## config.mk

```make
export PLATFORM = sky130hd
export DESIGN_NAME = i2c_target_regfile
export DESIGN_NICKNAME = d
export VERILOG_FILES = /design/src/rtl/i2c_pkg.sv /design/src/rtl/i2c_line_filter.sv /design/src/rtl/i2c_target_regfile.sv
export SDC_FILE = /design/constraint.sdc
export NUM_CORES = 1
export LEC_CHECK = 0
export CAP_MARGIN = 30
export CORE_ASPECT_RATIO = 1.4
export CORE_MARGIN = 2
export CORE_UTILIZATION = 40
export CTS_CLUSTER_SIZE = 30
export DETAILED_ROUTE_END_ITERATION = 10
export HOLD_SLACK_MARGIN = 0.03
export SKIP_LAST_GASP = 1
export SYNTH_ARGS = -nofsm -noshare
export SYNTH_HDL_FRONTEND = slang
export SYNTH_SLANG_ARGS = --single-unit
```

## constraint.sdc

```tcl
create_clock -name clk -period 2.9 [get_ports clk]
set_clock_uncertainty 0.15 [all_clocks]
set_input_delay 0.435 -clock clk [delete_from_list [all_inputs] [get_ports clk]]
set_output_delay 0.435 -clock clk [all_outputs]
set_load 0.02 [all_outputs]
```

## src/rtl/i2c_pkg.sv

```systemverilog
// Shared types and constants for the I2C target.
// States, ACK/NACK levels and byte width.
package i2c_pkg;

  localparam int   I2C_BYTE_W = 8;
  localparam logic I2C_ACK    = 1'b0;
  localparam logic I2C_NACK   = 1'b1;

  typedef enum logic [3:0] {
    IDLE,
    ADDR,
    ADDR_ACK,
    PTR,
    PTR_ACK,
    WDATA,
    WDATA_ACK,
    RDATA,
    RACK
  } i2c_tgt_state_e;

endpackage

```

## src/rtl/i2c_line_filter.sv

```systemverilog
// SCL/SDA synchroniser, glitch filter and bus event detect.
// Ports: clk, PRESET, scl_i, sda_i -> sda_f, scl_rise, scl_fall, start, stop.
module i2c_line_filter #(
  parameter int FILTER_LEN = 2
) (
  input  logic clk,
  input  logic PRESET,
  input  logic scl_i,
  input  logic sda_i,
  output logic sda_f,
  output logic scl_rise,
  output logic scl_fall,
  output logic start,
  output logic stop
);

  localparam int CW =
    (FILTER_LEN > 1) ? $clog2(FILTER_LEN) : 1;
  localparam logic [CW-1:0] CMAX =
    CW'(FILTER_LEN - 1);

  // bit 0 = SCL, bit 1 = SDA
  logic [1:0]    s1;
  logic [1:0]    s2;
  logic [1:0]    filt;
  logic [1:0]    filt_q;
  logic [CW-1:0] cnt [2];

  always_ff @(posedge clk) begin
    if (PRESET) begin
      s1     <= '1;
      s2     <= '1;
      filt   <= '1;
      filt_q <= '1;
      cnt[0] <= '0;
      cnt[1] <= '0;
    end else begin
      s1     <= {sda_i, scl_i};
      s2     <= s1;
      filt_q <= filt;
      for (int i = 0; i < 2; i++) begin
        if (s2[i] == filt[i]) begin
          cnt[i] <= '0;
        end else if (cnt[i] == CMAX) begin
          filt[i] <= s2[i];
          cnt[i]  <= '0;
        end else begin
          cnt[i] <= cnt[i] + 1'b1;
        end
      end
    end
  end

  assign sda_f    = filt[1];
  assign scl_rise = filt[0] & ~filt_q[0];
  assign scl_fall = ~filt[0] & filt_q[0];
  assign start    = filt[0] & filt_q[0] &
                    filt_q[1] & ~filt[1];
  assign stop     = filt[0] & filt_q[0] &
                    ~filt_q[1] & filt[1];

endmodule

```

## src/rtl/i2c_target_regfile.sv

```systemverilog
// I2C target with pointer-addressed register file.
// Ports: clk, PRESET, scl_i, sda_i, sda_oe, busy, wr_*, host_ptr/host_rdata.
module i2c_target_regfile
  import i2c_pkg::*;
#(
  parameter logic [6:0] SLAVE_ADDR = 7'h3C,
  parameter int NUM_REGS   = 16,
  localparam int PTR_W     = $clog2(NUM_REGS),
  parameter int FILTER_LEN = 2,
  parameter int AUTO_INC   = 1
) (
  input  logic             clk,
  input  logic             PRESET,
  input  logic             scl_i,
  input  logic             sda_i,
  output logic             sda_oe,
  output logic             busy,
  output logic             wr_valid,
  output logic [PTR_W-1:0] wr_ptr,
  output logic [7:0]       wr_data,
  input  logic [PTR_W-1:0] host_ptr,
  output logic [7:0]       host_rdata
);

  logic sda_f;
  logic scl_rise;
  logic scl_fall;
  logic start;
  logic stop;

  i2c_line_filter #(
    .FILTER_LEN (FILTER_LEN)
  ) u_filt (
    .clk      (clk),
    .PRESET   (PRESET),
    .scl_i    (scl_i),
    .sda_i    (sda_i),
    .sda_f    (sda_f),
    .scl_rise (scl_rise),
    .scl_fall (scl_fall),
    .start    (start),
    .stop     (stop)
  );

  i2c_tgt_state_e        st;
  logic [I2C_BYTE_W-1:0] sr;
  logic [2:0]            bitcnt;
  logic                  phase;
  logic                  ack_ok;
  logic                  rw;
  logic [PTR_W-1:0]      ptr;
  logic [7:0]            regs [NUM_REGS];

  logic [7:0]       rx_byte;
  logic             rx_ok;
  logic [PTR_W-1:0] ptr_nx;

  function automatic logic [PTR_W-1:0] inc(
    input logic [PTR_W-1:0] p
  );
    logic [PTR_W-1:0] r;
    r = p + 1'b1;
    if (32'(p) == NUM_REGS - 1) r = '0;
    return r;
  endfunction

  assign rx_byte = {sr[6:0], sda_f};
  assign rx_ok   = 32'(rx_byte) < NUM_REGS;
  assign ptr_nx  = (AUTO_INC != 0) ? inc(ptr) : ptr;

  assign host_rdata =
    (32'(host_ptr) < NUM_REGS) ? regs[host_ptr] : '0;

  always_ff @(posedge clk) begin
    if (PRESET) begin
      st       <= IDLE;
      sr       <= '0;
      bitcnt   <= 3'd7;
      phase    <= 1'b0;
      ack_ok   <= 1'b0;
      rw       <= 1'b0;
      ptr      <= '0;
      sda_oe   <= 1'b0;
      busy     <= 1'b0;
      wr_valid <= 1'b0;
      wr_ptr   <= '0;
      wr_data  <= '0;
      for (int i = 0; i < NUM_REGS; i++)
        regs[i] <= '0;
    end else begin
      wr_valid <= 1'b0;
      if (stop) begin
        st     <= IDLE;
        sda_oe <= 1'b0;
        busy   <= 1'b0;
        phase  <= 1'b0;
      end else if (start) begin
        st     <= ADDR;
        bitcnt <= 3'd7;
        sda_oe <= 1'b0;
        phase  <= 1'b0;
      end else begin
        unique case (st)
          IDLE: ;
          ADDR: if (scl_rise) begin
            sr     <= rx_byte;
            bitcnt <= bitcnt - 3'd1;
            if (bitcnt == 3'd0) begin
              if (rx_byte[7:1] == SLAVE_ADDR) begin
                st     <= ADDR_ACK;
                rw     <= rx_byte[0];
                busy   <= 1'b1;
                ack_ok <= 1'b1;
              end else begin
                st <= IDLE;
              end
            end
          end
          PTR: if (scl_rise) begin
            sr     <= rx_byte;
            bitcnt <= bitcnt - 3'd1;
            if (bitcnt == 3'd0) begin
              st     <= PTR_ACK;
              ack_ok <= rx_ok;
              if (rx_ok) ptr <= rx_byte[PTR_W-1:0];
            end
          end
          WDATA: if (scl_rise) begin
            sr     <= rx_byte;
            bitcnt <= bitcnt - 3'd1;
            if (bitcnt == 3'd0) begin
              st        <= WDATA_ACK;
              ack_ok    <= 1'b1;
              regs[ptr] <= rx_byte;
              wr_valid  <= 1'b1;
              wr_ptr    <= ptr;
              wr_data   <= rx_byte;
              ptr       <= ptr_nx;
            end
          end
          // first fall drives ACK/NACK, second ends it
          ADDR_ACK, PTR_ACK, WDATA_ACK:
            if (scl_fall) begin
              if (!phase) begin
                sda_oe <= ack_ok;
                phase  <= 1'b1;
              end else begin
                phase  <= 1'b0;
                sda_oe <= 1'b0;
                bitcnt <= 3'd7;
                unique case (st)
                  ADDR_ACK:
                    if (rw) begin
                      st     <= RDATA;
                      sr     <= regs[ptr];
                      sda_oe <= ~regs[ptr][7];
                    end else begin
                      st <= PTR;
                    end
                  PTR_ACK:
                    st <= ack_ok ? WDATA : IDLE;
                  default:
                    st <= WDATA;
                endcase
              end
            end
          RDATA: if (scl_fall) begin
            if (bitcnt == 3'd0) begin
              st     <= RACK;
              sda_oe <= 1'b0;
              phase  <= 1'b0;
            end else begin
              sda_oe <= ~sr[6];
              sr     <= {sr[6:0], 1'b0};
              bitcnt <= bitcnt - 3'd1;
            end
          end
          RACK: begin
            if (scl_rise && !phase) begin
              ptr <= ptr_nx;
              if (sda_f == I2C_ACK) phase <= 1'b1;
              else                  st    <= IDLE;
            end else if (scl_fall && phase) begin
              phase  <= 1'b0;
              st     <= RDATA;
              bitcnt <= 3'd7;
              sr     <= regs[ptr];
              sda_oe <= ~regs[ptr][7];
            end
          end
          default: st <= IDLE;
        endcase
      end
    end
  end

endmodule

```

Yosys cells after proc, flatten, opt, wreduce, memory -nomap -nowiden

Memories as Yosys holds them, arrays and structs flattened. A register that Yosys moved wholly into a read port is not among the register bits.
Cells that the tools add are included.

Word-level logic and storage cells: 241
Bits in writable memories: 130
Flip-flop bits (word level): 44
Input bits: 8
Memories: 2
Output and inout bits: 23

Equal/unequal tests: 51
Multiplexer cells: 113
Reduce and logical (&&, ||, !) cells: 28
Add/subtract/negate cells: 4
Magnitude comparators: 1
Bitwise logic cells: 24

Memory list:

| name       | words | width | rd ports | clocked after memory_dff | wr ports | RTL line                 | text |
|---|---|---|---|---|---|---|---|
| regs       | 16    | 8     | 2        | 1                        | 16       | i2c_target_regfile.sv:52 | `logic [7:0] regs [NUM_REGS];` |
| u_filt.cnt | 2     | 1     | 2        | 0                        | 2        | i2c_line_filter.sv:27    | `logic [CW-1:0] cnt [2];` |

Operator list:

| kind                 | count |
|---|---|
| $mux W4              | 23 |
| $mux W7              | 9 |
| $mux W1              | 61 |
| $ne A3 B3 Y1 const B | 15 |
| $ne A2 B2 Y1 const B | 19 |
| $mux W3              | 10 |
| $pmux W4 S7          | 1 |
| $pmux W7 S4          | 1 |
| $reduce_and A13 Y1   | 2 |
| $reduce_and A9 Y1    | 2 |
| $eq A4 B3 Y1 const B | 4 |
| $reduce_and A5 Y1    | 3 |
| $pmux W3 S4          | 1 |
| $pmux W4 S3          | 1 |
| $reduce_and A12 Y1   | 1 |
| $reduce_and A6 Y1    | 2 |
| $not A1 Y1           | 11 |
| $reduce_and A10 Y1   | 1 |
| $pmux W1 S3          | 3 |
| $reduce_bool A3 Y1   | 3 |
| $reduce_or A3 Y1     | 3 |
| $eq A4 B2 Y1 const B | 2 |
| $eq A4 B4 Y1 const B | 2 |
| $lt A8 B5 Y1 const B | 1 |
| other kinds (25)     | 40 |

Longest topological paths before layout

Gate-level depths: netlist of the first run.

Word-level depth: 10
Mapped depth: 9
Gate-level depth less buffers: 7

Modules after synthesis

Synthesis of the first run repeated with hierarchy kept, for this count alone.

Cell total of the unflattened synthesis: 728
Area total of the unflattened synthesis: 9429.0 sq um

Modules (own cells, without submodules):

| module             | instances | seq. area each (sq um) | area an instance (sq um) | cells each |
|---|---|---|---|---|
| i2c_target_regfile | 1         | 4644.5                 | 9072.5                   | 697 |
| i2c_line_filter    | 1         | 220.2                  | 356.6                    | 31 |

Least setup slack after synthesis of the first run

OpenSTA, ideal clock, no wires.

Path type: input to output
Start point: in host_ptr[0]
End point: out host_rdata[0]
Cell stages on the path: 4
Required time: 2.315 ns
Setup slack: 0.297 ns
Arrival time: 2.018 ns
Path buffers: 2
Cell sequence: clkbuf_1 > buf_2 > mux4_2 > mux4_2

Word-level cells in the longest chain between the ends: 1

Ends and longest elaborated chain:

| item           | RTL line                 | text |
|---|---|---|
| from (decl)    | i2c_target_regfile.sv:21 | `input logic [PTR_W-1:0] host_ptr,` |
| $mem_v2 Z16 W8 | n/a                      |  |
| to (decl)      | i2c_target_regfile.sv:22 | `output logic [7:0] host_rdata` |

Every way passes these cells.

Worst setup path in the final report of the first run

Start point: in host_ptr[1]
End point: out host_rdata[5]

The elaborated chain is that of the path after synthesis.

==> flow_summary_export.csv, run 1 <==
group,metric,value,unit
worst_setup_path,crit_family,"buffers and inverters",
global_route,grt_use_total,22.4,%
global_route,grt_max_degree,56,
clock_network,cts_htree_levels,4,
timing,setup_viol,0,
routing,drc,0,
routing,drtAntennaViolNets,0,
min_path,min_path_type,"register to register",
cells_and_area,nets,816,
pwr,p_per_area,522,nW/um^2
timing,fmax,349,MHz
placed_design,dp_slack,-0.274,ns
timing,fin_ws,0.0366,ns
routing,post_drt_wl_per_cell,23.9,um
die,dieHeight,186,um
logic_synthesis,synth.most_common_cell,"edfxtp_1",
logic_synthesis,synth_area_leaders,"edfxtp_1, mux4_2, dfxtp_1, nor3_1, clkbuf_1",
worst_setup_path,reg2reg_depth,5,
clock_network,insertion_delay,0.44,ns
die,die_x,134,um
cells_and_area,n_antenna_cell,0,
min_path,hold-path-cell-count,1,
worst_setup_path,critPathSlowestCell,"mux4_2",
die,start_util,40.7,%
logic_synthesis,ys_ff_latch,178,
worst_setup_path,r2r-start,"st[2]",
logic_synthesis,postSynthCellCount,787,
placed_design,post-place-cells,1088,
cells_and_area,final_util,46.5,%
cells_and_area,drive_gt1_share,23.3,%
placed_design,io_buffers,30,
placed_design,placed_area,10200,um^2
timing,rsz0062_at_grt,"no",
timing,worst_pin_slew,0.621,ns
logic_synthesis,synth_ff_type,"edfxtp_1",
worst_setup_path,critical_path_arrival,2.28,ns
logic_synthesis,synth_edf_count,130,
clock_network,cts_tree,"yes",
cells_and_area,layout.cells.non_filler,1121,
cells_and_area,area_growth,14.2,%
routing,drt_iter0_drc,501,
logic_synthesis,syn_avg_cell_area,12.0,um^2
placed_design,hpwl,18700,um
worst_setup_path,cpPeakStageDelay,0.51,ns
worst_setup_path,critical_path_class,"primary input to output port",
timing,slew_violations,0,
worst_setup_path,end_kind,"output port",
worst_setup_path,cp_max_fo,10,
global_route,first_global_vias,6752,
timing,timing.setup.tns,0,ns
logic_synthesis,async_flop_share,0,%
worst_setup_path,cp.buffers_inverters,3,
worst_setup_path,r2r_slack,0.43,ns
timing,min_period,2.86,ns
logic_synthesis,netlist.area_leader.share,41.3,%
clock_network,cts_sinks,178,
logic_synthesis,yosys-top-cells-count,"edfxtp_1, nor3_1, mux4_2, clkbuf_1, dfxtp_1",
logic_synthesis,ys_seq_area_share,51.5,%
timing,finalCritPeriodShare,98.7,%
clock_network,numCtsBuffers,17,
clock_network,cts_root_buffer,"clkbuf_16",
routing,firstDrtPassIters,5,
pwr,p_leak,3.32,nW
die,die_area,24900,um^2
run_status,outcome,"finished clean",
pwr,vdd_drop_max,0.000377,V
clock_network,path_clk_slew,0.07,ns
run,max_cap_viol_count,0,
cells_and_area,design_area,10800,um^2
worst_setup_path,worstSetupEndpoint,"host_rdata[5]",
global_route,antenna_found_initial,0,
worst_setup_path,worstPathRequired,2.32,ns
clock_network,post_cts_buffers,0,
worst_setup_path,cp_cell_sequence,"dlygate4sd2_1 > bufbuf_16 > mux4_2 > mux4_2 > dlygate4sd2_1",
worst_setup_path,regToRegEndpoint,"sr[6]",
timing,hold_viol,0,
die,coreArea,23200,um^2
logic_synthesis,yosys_warnings,0,
routing,wl,26800,um
routing,via_per_inst,5.99,
global_route,grt_pass1_wl,40600,um
global_route,grt_overflow,0,
logic_synthesis,synthesis.area,9450,um^2
placed_design,gp_congestion,0.892,
die,ios,31,
worst_setup_path,cp-startpoint,"host_ptr[1]",
logic_synthesis,synth_top_area_cell,"edfxtp_1",
routing,vias,6716,
logic_synthesis,ys_types,68,
die,num_rows,66,
timing,slew_headroom,57.5,%
worst_setup_path,cp.depth,5,
clock_network,cts_buffer_depth,2,
worst_setup_path,start_kind,"primary input",
-- worst min path at each step --
| stage | start | endpoint |
|---|---|---|
| final | u_filt.s1[0] | u_filt.s2[0] |
| after global routing | u_filt.s1[1] | u_filt.s2[1] |
| after CTS | u_filt.s1[0] | u_filt.s2[0] |
| after detailed placement | u_filt.s1[0] | u_filt.s2[0] |
| after global placement | u_filt.s1[1] | u_filt.s2[1] |
| after floorplan | u_filt.s1[0] | u_filt.s2[0] |
-- report_power, final --
part	switching (mW)	internal, mW	total, mW
logic	0.207	0.205	0.413
clock network	1.04	1.28	2.32
registers	0.0775	2.82	2.90
total	1.32	4.31	5.64
-- registers in the layout (all words and copies together) (netlist names), 2 cells and up, named ones only --
signal         count
regs             128
st                 4
u_filt.filt_q      2
ptr                4
u_filt.s2          2
u_filt.cnt         2
wr_ptr             4
u_filt.filt        2
sr                 7
bitcnt             3
u_filt.s1          2
wr_data            8
-- repair_timing --
action	4_1_cts	5_1_grt
gates resized for setup	12	0
hold buffers	0	0
hold endpoints to repair	0	0
setup endpoints to repair	8	0
-- layout by cell type (no fill, tap or decap), drive strengths merged, types with 9 or more instances in the layout --
| master | netlist | final |
|---|---|---|
| inv | 12 | 16 |
| edfxtp | 130 | 130 |
| o21ai | 13 | 13 |
| mux4 | 64 | 64 |
| buf | 23 | 45 |
| nand2b | 10 | 10 |
| o22ai | 9 | 9 |
| a211oi | 14 | 14 |
| nand3 | 21 | 21 |
| clkdlybuf4s50 | 0 | 19 |
| mux2 | 12 | 12 |
| clkbuf | 56 | 18 |
| nand2 | 31 | 31 |
| nor3 | 123 | 123 |
| mux2i | 15 | 15 |
| dfxtp | 48 | 48 |
| a21oi | 28 | 28 |
| or2 | 24 | 24 |
| clkinv | 7 | 11 |
| and2 | 17 | 17 |
| nor2 | 38 | 38 |
-- cell type report --
class                      instances  area [um^2]
inverter                          19         71.3
multi-input combinational        512         4180
tap                              306          383
timing repair buffer              74          716
sequential                       178         4870
fill                            2078        12400
clock inverter                    14          156
clock buffer                      18          429
-- metrics by stage --
step / hold slack, ns / power, mW
floorplan: 0.239 / 3.19
global placement: 0.253 / 3.37
detailed placement: 0.253 / 3.37
CTS: 0.272 / 5.67
global route: 0.279 / 5.80
finish: 0.266 / 5.64
-- cell families (layout without fill, tap and decap cells) --
group | after synthesis | in the layout | share of synthesized area [%]
flip-flops | 178 | 178 | 51.5
other | 1 | 2 | 0.0397
AO/OA/AOI/OAI | 103 | 103 | 7.45
AND/OR/NAND/NOR | 306 | 306 | 17.2
buffers and inverters | 98 | 125 | 4.41
multiplexers | 91 | 91 | 18.3
adder cells (fa/ha/maj) | 6 | 6 | 0.794
XOR/XNOR | 4 | 4 | 0.371
-- routing by layer --
layer / up-vias / global-route usage [%] / wire [um]
met5: - / 0 / 0
met4: 0 / 11.4 / 1200
met3: 60 / 3.38 / 1240
met2: 239 / 39.1 / 14000
met1: 3364 / 26.7 / 10400
li1: 3053 / - / -
No activity file was read; power rests on OpenSTA's default activity.
==> run 2: changes to the inputs <==
--- a/config.mk
+++ b/config.mk
@@ -12,6 +12,7 @@
 export CTS_CLUSTER_SIZE = 30
 export DETAILED_ROUTE_END_ITERATION = 10
 export HOLD_SLACK_MARGIN = 0.03
+export RECOVER_POWER = 25
 export SKIP_LAST_GASP = 1
 export SYNTH_ARGS = -nofsm -noshare
 export SYNTH_HDL_FRONTEND = slang
==> run 2 against run 1 <==
First-iteration DRC count up 5.8%; highest routed layer unchanged; combinational power about the same; largest power group unchanged; utilization down 0.20 points; critical path depth unchanged; largest cell class unchanged.
==> flow_summary_export.csv, run 2 (same netlist as run 1, synthesis figures left out) <==
group,metric,value,unit
worst_setup_path,cp_cell_sequence,"dlygate4sd2_1 > bufbuf_16 > mux4_2 > mux4_2 > dlygate4sd2_1",
global_route,grt_overflow,0,
clock_network,numCtsBuffers,17,
worst_setup_path,worstPathRequired,2.32,ns
clock_network,cts_tree,"yes",
worst_setup_path,critPathSlowestCell,"mux4_2",
global_route,first_global_vias,6752,
die,num_rows,66,
routing,highest_layer,"met4",
clock_network,cts-hold-fix-buffers,0,
routing,via_per_inst,6.00,
die,coreArea,23200,um^2
run_status,outcome,"finished clean",
worst_setup_path,end_kind,"output port",
placed_design,io_buffers,30,
min_path,min_to,"u_filt.s2[0]",
timing,finalCritPeriodShare,98.5,%
cells_and_area,design_area,10800,um^2
worst_setup_path,r2r_slack,0.26,ns
routing,vias,6729,
routing,drtAntennaViolNets,0,
cells_and_area,area_growth,13.7,%
run,max_cap_viol_count,0,
cells_and_area,layout.cells.non_filler,1121,
clock_network,cts_sinks,178,
timing,slew_violations,0,
clock_network,path_clk_slew,0.07,ns
pwr,p_leak,3.33,nW
clock_network,cts_htree_levels,4,
cells_and_area,multiInputGateArea,4170,um^2
cells_and_area,drive_gt1_share,22.1,%
cells_and_area,regMostFlops,"regs",
routing,met3_length,1170,um
global_route,grt_max_degree,56,
routing,drc,0,
timing,slew_headroom,23.5,%
timing,timing.setup.tns,0,ns
global_route,grt_pass1_wl,40600,um
routing,wl,26800,um
worst_setup_path,start_kind,"primary input",
min_path,min_path_type,"register to register",
worst_setup_path,critical_path_class,"primary input to output port",
routing,firstDrtPassIters,5,
placed_design,post-place-cells,1088,
die,die_x,134,um
pwr,vdd_drop_max,0.000377,V
routing,met2_wirelength,13900,um
clock_network,insertion_delay,0.44,ns
cells_and_area,final_common_cell,"edfxtp_1",
cells_and_area,regArea,4870,um^2
placed_design,gp_congestion,0.892,
pwr,p_per_area,524,nW/um^2
cells_and_area,final_cell_mix,"edfxtp_1, nor3_1, mux4_2, dfxtp_1, nor2_1",
cells_and_area,n_antenna_cell,0,
die,die_area,24900,um^2
timing,fmax,350,MHz
clock_network,cts-resized-gates,12,
cells_and_area,largest_register_ffs,128,
timing,min_period,2.86,ns
min_path,hold-path-cell-count,1,
clock_network,cts_root_buffer,"clkbuf_16",
placed_design,placed_area,10200,um^2
clock_network,post_cts_buffers,0,
cells_and_area,num-fill-cells,2086,
routing,post_drt_wl_per_cell,23.9,um
die,dieHeight,186,um
routing,wl_met1,10400,um
cells_and_area,nets,816,
die,ios,31,
routing,drt_iter0_drc,530,
worst_setup_path,reg2reg_depth,9,
timing,setup_viol,0,
timing,hold_slack,0.266,ns
worst_setup_path,cpPeakStageDelay,0.51,ns
global_route,grt_use_total,22.4,%
worst_setup_path,critical_path_arrival,2.27,ns
clock_network,cts_buffer_depth,2,
die,start_util,40.7,%
timing,worst_pin_slew,1.15,ns
cells_and_area,reg_top3,"regs x128, wr_data x8, sr x7",
placed_design,hpwl,18700,um
global_route,antenna_found_initial,0,
timing,rsz0062_at_grt,"no",
worst_setup_path,cp-startpoint,"host_ptr[1]",
worst_setup_path,cp_max_fo,10,
min_path,min_from,"u_filt.s1[0]",
worst_setup_path,regToRegEndpoint,"rw",
worst_setup_path,r2r-start,"bitcnt[0]",
timing,hold_viol,0,
## run 2: cell count changes in the layout (fill, tap and decap cells not counted), sizes merged
cell,before,now
clkdlybuf4s50,19,4
dlygate4sd3,0,15
buf,45,33
clkbuf,18,30
## run 2: routing by layer
metal	GRT usage, %	vias up
met5	0	-
li1	-	3052
met1	26.7	3383
met3	3.38	68
met4	11.4	0
met2	39.1	226
## run 2: where the power goes
group / total [mW] / switching [mW] / internal (mW) / leakage [nW]
logic: 0.411 / 0.206 / 0.205 / 1.44
registers: 2.90 / 0.0779 / 2.82 / 1.62
clock network: 2.32 / 1.04 / 1.28 / 0.274
total: 5.64 / 1.33 / 4.31 / 3.33
## run 2: stage by stage
| stage | setup WS [ns] | util (%) | total power, mW |
|---|---|---|---|
| after floorplan | 0.297 | - | 3.19 |
| after global placement | -0.264 | 43.9 | 3.37 |
| after detailed placement | -0.274 | 43.9 | 3.37 |
| after CTS | 0.0660 | 46.5 | 5.67 |
| after global routing | 0.0258 | 46.3 | 5.80 |
| final | 0.0441 | 46.3 | 5.64 |
## run 2: area by class of cell
| type | count | share of cell area (%) |
|---|---|---|
| clock buffer | 18 | 3.99 |
| clock inverter | 14 | 1.45 |
| inverter | 19 | 0.663 |
| multi-input combinational | 512 | 38.7 |
| sequential | 178 | 45.3 |
| tap | 306 | 3.56 |
| timing repair buffer | 74 | 6.33 |
## run 2: worst max path at each step
| stage | to | slack (ns) | depth (start not counted) |
|---|---|---|---|
| after floorplan | host_rdata[0] | 0.30 | 4 |
| after global placement | host_rdata[2] | -0.26 | 5 |
| after detailed placement | host_rdata[1] | -0.27 | 5 |
| after CTS | host_rdata[4] | 0.07 | 3 |
| after global routing | host_rdata[3] | 0.03 | 5 |
| final | host_rdata[5] | 0.04 | 5 |
## run 2: worst max-delay path, delay by kind of cell
family                 cells  cell delay [ns]
buffers and inverters      3             1.05
muxes                      2             0.79
